**config.mk**
```make
export PLATFORM = sky130hd
export DESIGN_NAME = xc_malu_ctrl
export DESIGN_NICKNAME = d
export VERILOG_FILES = /design/src/rtl/xc_malu_pkg.sv /design/src/rtl/xc_malu_ctrl_lfsr.sv /design/src/rtl/xc_malu_ctrl.sv
export SDC_FILE = /design/constraint.sdc
export NUM_CORES = 1
export LEC_CHECK = 0
export BUFFER_PORTS_ARGS = -buffer_cell sky130_fd_sc_hd__buf_2
export CAP_MARGIN = 20
export CELL_PAD_IN_SITES_DETAIL_PLACEMENT = 1
export CELL_PAD_IN_SITES_GLOBAL_PLACEMENT = 1
export CORE_ASPECT_RATIO = 0.6
export CORE_UTILIZATION = 33
export DETAILED_ROUTE_END_ITERATION = 8
export PLACE_DENSITY_LB_ADDON = 0.1
export SETUP_SLACK_MARGIN = 0.2
export SLEW_MARGIN = 0
export SYNTH_ARGS = -nofsm -noshare
export SYNTH_HDL_FRONTEND = slang
export SYNTH_SLANG_ARGS = --single-unit
```
**constraint.sdc**
```tcl
create_clock -name clock -period 2.07 [get_ports clock]
set_input_delay 0 -clock clock [delete_from_list [all_inputs] [get_ports clock]]
set_output_delay 0 -clock clock [all_outputs]
set_load 0.05 [all_outputs]
```
**src/rtl/xc_malu_pkg.sv**
```systemverilog
// Shared definitions for the xc_malu issue/retire controller: op codes,
// pack-width codes, FSM state encoding and request decode helpers.
package xc_malu_pkg;

    localparam int OP_W   = 4;
    localparam int PW_W   = 3;
    localparam int UOP_W  = 14;
    localparam int PWH_W  = 5;

    localparam logic [OP_W-1:0] OP_DIV    = 4'd0;
    localparam logic [OP_W-1:0] OP_DIVU   = 4'd1;
    localparam logic [OP_W-1:0] OP_REM    = 4'd2;
    localparam logic [OP_W-1:0] OP_REMU   = 4'd3;
    localparam logic [OP_W-1:0] OP_MUL    = 4'd4;
    localparam logic [OP_W-1:0] OP_MULU   = 4'd5;
    localparam logic [OP_W-1:0] OP_MULSU  = 4'd6;
    localparam logic [OP_W-1:0] OP_CLMUL  = 4'd7;
    localparam logic [OP_W-1:0] OP_PMUL   = 4'd8;
    localparam logic [OP_W-1:0] OP_PCLMUL = 4'd9;
    localparam logic [OP_W-1:0] OP_MADD   = 4'd10;
    localparam logic [OP_W-1:0] OP_MSUB   = 4'd11;
    localparam logic [OP_W-1:0] OP_MACC   = 4'd12;
    localparam logic [OP_W-1:0] OP_MMUL   = 4'd13;

    localparam logic [PW_W-1:0] PW_32 = 3'd0;
    localparam logic [PW_W-1:0] PW_16 = 3'd1;
    localparam logic [PW_W-1:0] PW_8  = 3'd2;
    localparam logic [PW_W-1:0] PW_4  = 3'd3;
    localparam logic [PW_W-1:0] PW_2  = 3'd4;

    typedef enum logic [1:0] {
        IDLE = 2'd0,
        BUSY = 2'd1,
        DONE = 2'd2
    } state_t;

    // Only the packed multiplies honour a non-32 pack width.
    function automatic logic is_packed_op(input logic [OP_W-1:0] op);
        return (op == OP_PMUL) || (op == OP_PCLMUL);
    endfunction

    function automatic logic op_legal(input logic [OP_W-1:0] op, input logic [PW_W-1:0] pw);
        logic ok;
        if (op > OP_MMUL) begin
            ok = 1'b0;
        end else if (is_packed_op(op)) begin
            ok = (pw <= PW_2);
        end else begin
            ok = 1'b1;
        end
        return ok;
    endfunction

    // Codes 14/15 shift the single bit out of range, giving an all-zero uop.
    function automatic logic [UOP_W-1:0] decode_uop(input logic [OP_W-1:0] op);
        return 14'd1 << op;
    endfunction

    // One-hot {pw_2, pw_4, pw_8, pw_16, pw_32}; non-packed ops always run at 32.
    function automatic logic [PWH_W-1:0] decode_pw(input logic [OP_W-1:0] op, input logic [PW_W-1:0] pw);
        logic [PWH_W-1:0] pwh;
        if (is_packed_op(op) && (pw <= PW_2)) begin
            pwh = 5'd1 << pw;
        end else begin
            pwh = 5'b00001;
        end
        return pwh;
    endfunction

endpackage

```
**src/rtl/xc_malu_ctrl_lfsr.sv**
```systemverilog
// 32-bit Galois LFSR producing the xc_malu flush_data pattern.
module xc_malu_ctrl_lfsr #(
    parameter logic [31:0] SEED = 32'hACE1_2468,
    parameter logic [31:0] TAPS = 32'h8020_0003
) (
    input  logic        clock,
    input  logic        resetn,
    input  logic        en,
    output logic [31:0] state
);

    logic [31:0] next_s;

    // Right-shift Galois step: feed the dropped LSB back through the tap mask.
    always_comb begin
        next_s = state >> 1;
        if (state[0]) begin
            next_s = next_s ^ TAPS;
        end else begin
            next_s = next_s;
        end
    end

    // State register, reloaded with the non-zero seed on reset.
    always_ff @(posedge clock) begin
        if (!resetn) begin
            state <= SEED;
        end else if (en) begin
            state <= next_s;
        end else begin
            state <= state;
        end
    end

endmodule

```
**src/rtl/xc_malu_ctrl.sv**
```systemverilog
// Issue/retire controller wrapped around xc_malu: accepts requests, drives
// uop/pw strobes and stable operands, manages flush, and formats results
// for writeback.
module xc_malu_ctrl
    import xc_malu_pkg::*;
#(
    parameter logic [31:0] LFSR_SEED = 32'hACE1_2468
) (
    input  logic              clock,
    input  logic              resetn,
    input  logic              kill,
    input  logic              s_valid,
    output logic              s_ready,
    input  logic [OP_W-1:0]   s_op,
    input  logic [PW_W-1:0]   s_pw,
    input  logic              s_hi,
    input  logic [4:0]        s_rd,
    input  logic [31:0]       s_rs1,
    input  logic [31:0]       s_rs2,
    input  logic [31:0]       s_rs3,
    output logic [31:0]       m_rs1,
    output logic [31:0]       m_rs2,
    output logic [31:0]       m_rs3,
    output logic              m_valid,
    output logic              m_flush,
    output logic [31:0]       m_flush_data,
    output logic [UOP_W-1:0]  m_uop,
    output logic [PWH_W-1:0]  m_pw,
    input  logic [63:0]       m_result,
    input  logic              m_ready,
    output logic              w_valid,
    input  logic              w_ready,
    output logic [4:0]        w_rd,
    output logic [31:0]       w_data,
    output logic [31:0]       w_data_hi,
    output logic              w_pair,
    output logic              w_err
);

    state_t             state_r, state_nxt_s;
    logic               kill_s, legal_s, accept_s, capture_s;
    logic [31:0]        rs1_r, rs2_r, rs3_r;
    logic [UOP_W-1:0]   uop_r;
    logic [PWH_W-1:0]   pw_r;
    logic [OP_W-1:0]    op_r;
    logic               hi_r;
    logic [4:0]         rd_r;
    logic [31:0]        w_data_r, w_data_hi_r, fmt_data_s, fmt_hi_s;
    logic               w_pair_r, w_err_r, fmt_pair_s;

    // Reset in the middle of an operation aborts it exactly like kill.
    assign kill_s  = kill || !resetn;
    assign legal_s = op_legal(s_op, s_pw);

    // Next-state logic and handshake strobes; kill always wins.
    always_comb begin
        state_nxt_s = state_r;
        s_ready     = 1'b0;
        accept_s    = 1'b0;
        capture_s   = 1'b0;
        case (state_r)
            IDLE: begin
                s_ready = !kill_s;
                if (!kill_s && s_valid) begin
                    accept_s    = 1'b1;
                    state_nxt_s = legal_s ? BUSY : DONE;
                end else begin
                    state_nxt_s = IDLE;
                end
            end
            BUSY: begin
                if (kill_s) begin
                    state_nxt_s = IDLE;
                end else if (m_ready) begin
                    capture_s   = 1'b1;
                    state_nxt_s = DONE;
                end else begin
                    state_nxt_s = BUSY;
                end
            end
            DONE: begin
                if (kill_s) begin
                    state_nxt_s = IDLE;
                end else if (w_ready) begin
                    s_ready = 1'b1;
                    if (s_valid) begin
                        accept_s    = 1'b1;
                        state_nxt_s = legal_s ? BUSY : DONE;
                    end else begin
                        state_nxt_s = IDLE;
                    end
                end else begin
                    state_nxt_s = DONE;
                end
            end
            default: begin
                state_nxt_s = IDLE;
            end
        endcase
    end

    // FSM state register.
    always_ff @(posedge clock) begin
        if (!resetn) begin
            state_r <= IDLE;
        end else begin
            state_r <= state_nxt_s;
        end
    end

    // Select the architectural result half(s) for the op in flight.
    always_comb begin
        fmt_data_s = m_result[31:0];
        fmt_hi_s   = 32'd0;
        fmt_pair_s = 1'b0;
        case (op_r)
            OP_MUL, OP_MULU, OP_MULSU, OP_CLMUL, OP_PMUL, OP_PCLMUL: begin
                if (hi_r) begin
                    fmt_data_s = m_result[63:32];
                end else begin
                    fmt_data_s = m_result[31:0];
                end
            end
            OP_MADD, OP_MSUB: begin
                fmt_hi_s   = {31'd0, m_result[32]};
                fmt_pair_s = 1'b1;
            end
            OP_MACC, OP_MMUL: begin
                fmt_hi_s   = m_result[63:32];
                fmt_pair_s = 1'b1;
            end
            default: begin
                fmt_data_s = m_result[31:0];
            end
        endcase
    end

    // Request capture at accept and result capture when xc_malu completes.
    always_ff @(posedge clock) begin
        if (!resetn) begin
            rs1_r       <= 32'd0;
            rs2_r       <= 32'd0;
            rs3_r       <= 32'd0;
            uop_r       <= 14'd0;
            pw_r        <= 5'd0;
            op_r        <= 4'd0;
            hi_r        <= 1'b0;
            rd_r        <= 5'd0;
            w_data_r    <= 32'd0;
            w_data_hi_r <= 32'd0;
            w_pair_r    <= 1'b0;
            w_err_r     <= 1'b0;
        end else if (accept_s) begin
            rs1_r   <= s_rs1;
            rs2_r   <= s_rs2;
            rs3_r   <= s_rs3;
            uop_r   <= legal_s ? decode_uop(s_op) : 14'd0;
            pw_r    <= decode_pw(s_op, s_pw);
            op_r    <= s_op;
            hi_r    <= s_hi;
            rd_r    <= s_rd;
            w_err_r <= !legal_s;
            if (!legal_s) begin
                w_data_r    <= 32'd0;
                w_data_hi_r <= 32'd0;
                w_pair_r    <= 1'b0;
            end
        end else if (capture_s) begin
            w_data_r    <= fmt_data_s;
            w_data_hi_r <= fmt_hi_s;
            w_pair_r    <= fmt_pair_s;
            w_err_r     <= 1'b0;
        end
    end

    xc_malu_ctrl_lfsr #(
        .SEED (LFSR_SEED),
        .TAPS (32'h8020_0003)
    ) u_lfsr (
        .clock  (clock),
        .resetn (resetn),
        .en     (1'b1),
        .state  (m_flush_data)
    );

    assign m_rs1     = rs1_r;
    assign m_rs2     = rs2_r;
    assign m_rs3     = rs3_r;
    assign m_valid   = (state_r == BUSY);
    assign m_uop     = m_valid ? uop_r : 14'd0;
    assign m_pw      = m_valid ? pw_r : 5'd0;
    assign m_flush   = m_valid && (m_ready || kill_s);
    assign w_valid   = (state_r == DONE);
    assign w_rd      = rd_r;
    assign w_data    = w_data_r;
    assign w_data_hi = w_data_hi_r;
    assign w_pair    = w_pair_r;
    assign w_err     = w_err_r;

endmodule
```
# After elaboration in Yosys (flattened, before gate mapping)
# Index checks and enable logic that the tools add are counted.
# classes
n_eq_ne	15
n_shift	2
reduce_logical	16
n_lt_le_gt_ge	2
n_mux	40
bitwise	1
# ops
operator	n
2-to-1 mux 32 bit	8
one-hot mux 32 bit (2 select lines)	1
equality test 4 bit (second input constant)	8
2-to-1 mux 14 bit	2
2-to-1 mux 1 bit	17
equality test 4 x 3 -> 1 bit (second input constant)	4
2-to-1 mux 2 bit	7
left shift 1 x 4 -> 14 bit (first input constant)	1
2-to-1 mux 5 bit	2
one-hot mux 2 bit (3 select lines)	1
OR reduction 6 bit	1
left shift 1 x 3 -> 5 bit (first input constant)	1
> comparator 4 bit (second input constant)	1
NOT 3 -> 4 bit	1
one-hot mux 1 bit (2 select lines)	2
OR reduction 2 bit	2
OR reduction 4 bit	1
<= comparator 3 bit (second input constant)	1
logical AND 1 bit	3
zero test 1 bit	3
logical OR 1 bit	3
equality test 2 x 1 -> 1 bit (second input constant)	1
equality test 2 bit (second input constant)	1
zero test 2 bit	1
other kinds (3)	3
# word_totals
regBits	225
elab_cells	90
out_inout_bits	222
inputBits	179

# Depth between registers and ports, before layout
# depth
depth_word	9
depth_mapped	7
depth_no_buf	4

# Hierarchy
# From an unflattened synthesis, not the netlist that was laid out.
# hier_totals
cells_unflattened	918
area_unflattened_um2	8443.1
# modules_own_cells
mod	cells_per_inst	seq_area_each_um2	area_each_um2	n_inst
xc_malu_ctrl	783	3843.7	7028.0	1
xc_malu_ctrl_lfsr	135	640.6	1415.1	1

# Least setup slack after synthesis
# Ideal clock, no wire load.
# synth_path
path_type	register -> output
startpoint	register state_r[0]
endpoint	output m_pw[0]
setup_slack_ns	0.385
required_time_ns	2.070
arrival_time_ns	1.685
stages_incl_launch_ff	4
path_buffers	1
path_cell_list	dfxtp_1 > and2b_1 > clkbuf_1 > and2_1
# synth_via
elab_chain_cells	2
# synth_rtl
element	line_no	rtl
from (decl)	xc_malu_ctrl.sv:40	state_t state_r, state_nxt_s;
from (signal assigned)	xc_malu_ctrl.sv:107	state_r <= state_nxt_s;
equality test 2 x 1 -> 1 bit	xc_malu_ctrl.sv:189	assign m_valid = (state_r == BUSY);
named net m_valid	xc_malu_ctrl.sv:24	output logic m_valid,
2-to-1 mux 5 bit	xc_malu_ctrl.sv:191	assign m_pw = m_valid ? pw_r : 5'd0;
to (decl)	xc_malu_ctrl.sv:28	output logic [PWH_W-1:0] m_pw,
# The timed path passes the listed nets, and every way through them passes these cells.

# Worst setup path after layout
# layout_path
startpoint	register state_r[1]
endpoint	register w_data_hi_r[30] (netlist: w_data_hi[30])
# layout_via
elab_chain_cells	4
elab_cells_between_ends	9
classes_between	eq/ne (3); mux (3); reduce/logical (3)
# layout_rtl
element	line_no	rtl
equality test 2 bit (tied with other cells)	xc_malu_ctrl.sv:61	case (state_r)
one-hot mux 1 bit (2 select lines) or 2-to-1 mux 1 bit (tied branches)	xc_malu_ctrl.sv:61	
inequality test 2 bit (no source line) or nonzero test 2 bit (tied branches)	--	
AND reduction 2 bit (no source line)	--	
to (signal assigned)	xc_malu_ctrl.sv:170	w_data_hi_r <= fmt_hi_s;
to (decl)	xc_malu_ctrl.sv:48	logic [31:0] w_data_r, w_data_hi_r, fmt_data_s, fmt_hi_s;
# Several ways; a longest one is shown, not always the timed one.
# A chain may end at the register's enable or synchronous reset.

==> results.cfg <==
[sta]
setup_tns_ns = 0
rsz0062_at_grt = yes
hold_viol_final = 0
max_freq_mhz = 558.6
finalWorstSetupSlack_ns = 0.2797
fin_crit_ns = 1.790
period_share_pct = 86.49
slew_headroom_pct = 59.64
maxSlewViolCount = 0
finalClockSkew_ns = 0.006708
setup_viol = 0
worst_pin_slew_ns = 0.6054

[floorplanning]
rows = 44
die-area_um2 = 25370
die_h_um = 123.8
io_pins = 401
dieWidth_um = 205.0
core_area_um2 = 24220
initial_core_util_pct = 33.67

[job]
cap_violations = 0

[clock_network]
cts_root_buffer = clkbuf_16
cts_htree_levels = 1
numCtsBuffers = 23
cts_max_path_buffers = 3
clk_latency_ns = 0.51
clk_pin_slew_ns = 0.06
cts_tree = done
clock-sinks = 224

[place]
routabilityCongestion = 0.7907
port_buffers = 400
pre_cts_ws_ns = 0.2752
hpwl_mm = 19.27
placed_cells = 1531

[cells_and_area]
nets = 1601
diodes = 0
multiInputGateArea_um2 = 3168
fillers = 2870
area_growth_pct = 59.23
seq_area_um2 = 4484
drive_above_1_share_pct = 32.73
fin_cells = 1758

[detailed_routing]
drt_iter0_markers = 329
detail_route.wl_per_cell_um = 17.96
antenna_left = 0
dr.pass1.iters = 4
drc = 0
wl_mm = 31.58
viasPerCell = 4.726
vias = 8309

[pwr]
ir_worst_vdd_uv = 539.6
p_leak_nw = 5.810
power.density_nw_per_um2 = 806.9

[grt]
grt_use_total_pct = 23.30
antenna_found_initial = 0
grt_pass1_vias = 8497
grt_max_degree = 114
grt_pass1_wl_mm = 46.98
grt_overflow = 0

[logic_synthesis]
ys_seq_elements = 224
ys_types = 39
syn_area_um2 = 8157
synth_nets = 1069
ys_warn_count = 0
netlist_instances = 890
synth_seq_area_share_pct = 54.98
synth_area_per_cell_um2 = 9.165

[setup_path]
crit_type = flip-flop to flip-flop
required_ns = 2.51
setup.worst_path.end_class = flip-flop
cp.arrival_ns = 2.23
critPathMaxFanout = 65
cp-start-kind = flip-flop

[min_path]
min_path_type = input port to flip-flop

[status]
status = finished clean
## cell usage after synthesis, drive strengths merged
master	count	area share [%]
mux2i	32	3.9
a311oi	1	0.18
nand4b	3	0.32
or4b	2	0.25
a31oi	1	0.077
and4	1	0.11
a22o	33	3.5
dfxtp	224	55
o31ai	1	0.15
xnor2	3	0.32
and3	2	0.15
nand2b	15	1.2
nor2	9	0.41
nand4	8	0.61
and2	37	2.8
o41ai	1	0.11
nor2b	7	0.54
nor3b	2	0.18
buf	57	4.7
inv	1	0.046
a32o	1	0.12
xor2	1	0.11
and2b	1	0.092
or3	1	0.077
a21oi	119	7.3
o2bb2ai	32	3.4
or2	1	0.077
nor4bb	1	0.31
nand3	8	0.49
clkbuf	40	1.8
nand3b	1	0.092
o21ai	8	0.54
or4	1	0.092
nor3	3	0.18
nand2	232	11
## where the power goes
group | leakage, nW | total [mW] | switching, mW | internal (mW)
sequential | 1.82 | 4.50 | 0.0682 | 4.44
combinational | 3.59 | 1.46 | 0.890 | 0.571
clock | 0.395 | 4.51 | 1.75 | 2.76
total | 5.81 | 10.5 | 2.71 | 7.77
## logic make-up after synthesis
group                     Yosys count  synth area share (%)
and+or+nand+nor                   335                 18.65
muxes                              32                 3.927
buffers and inverters              98                 6.550
AOI/OAI and AO/OA                 197                 15.46
xor gates and xnor gates            4                0.4296
DFF                               224                 54.98
## through the flow
step	total power, mW	instance area [µm²]	util (%)	hold slack [ns]
CTS	10.55	12920	53.32	0.009694
finish	10.48	12990	53.62	0.02843
floorplan	5.382	8157	-	0.1005
global placement	5.741	10310	42.56	0.2256
detailed placement	5.755	10310	42.56	0.2318
global route	10.88	12990	53.62	0.03741
## critical path, cell delays in order, from the launching register on
cell and delay (ns):
dfxtp_1 0.38, and2b_1 0.23, and3_1 0.23, a311oi_4 0.32, buf_12 0.32, a22o_1 0.21
## placed cells by master (no fill, tap or decap), types with 2 or more instances in the layout
cell type and n:
a21oi_1 119, a22o_1 33, and2_1 36, and3_1 2, buf_12 9, buf_2 400, buf_4 13, bufinv_16 5
clkbuf_1 3, clkbuf_16 23, clkbuf_8 3, clkinv_2 4, dfxtp_1 224, dlygate4sd3_1 180, mux2i_1 32, nand2_1 231
nand2b_1 15, nand3_1 8, nand4_1 8, nand4b_1 3, nor2_1 9, nor2b_1 7, nor3_1 3, nor3b_1 2
o21ai_0 6, o2bb2ai_1 32, or4b_2 2, xnor2_1 3
## layout make-up
cell class / instances / area share [%]
flip-flops and latches: 224 / 34.53
repair buffers: 604 / 31.72
multi-input cells: 568 / 24.39
clock buffers: 29 / 4.836
well taps: 322 / 3.102
clock inverters: 10 / 1.368
inverters: 1 / 0.04817
## registers in the layout, indices dropped and copies added (netlist names), 3 cells and up
name / cells
m_rs3: 32
w_rd: 5
pw_r: 5
m_rs1: 32
w_data_hi: 32
u_lfsr.state: 32
m_rs2: 32
w_data: 32
op_r: 3
uop_r: 14
## repair_timing
action,CTS,global route
setup endpoints to repair,0,63
resized for setup,0,2
endpoints found under the hold margin,197,0
setup buffers,0,8
hold buffers,180,0
## final timing paths
| check | to | slack [ns] | depth (start not counted) | startpoint |
|---|---|---|---|---|
| min reg2reg | u_lfsr.state[16]$_SDFF_PN1_ | 0.43 | 1 | u_lfsr.state[17]$_SDFF_PN0_ |
| max | w_data_hi[30]$_SDFFE_PN0P_ | 0.28 | 5 | state_r[1]$_SDFF_PN0_ |
| min | pw_r[0]$_SDFFE_PN0P_ | 0.03 | 4 | resetn |
| max reg2reg | w_data_hi[30]$_SDFFE_PN0P_ | 0.28 | 5 | state_r[1]$_SDFF_PN0_ |
## per-layer routing
metal	vias to the layer above	GRT usage [%]	wire length, µm
li1	4037	-	-
met1	3957	29.38	13810
met2	248	39.08	14800
met3	67	5.442	1860
met4	0	8.426	1113
met5	-	0	0
Note: power is estimated with default switching activity, not from simulation.
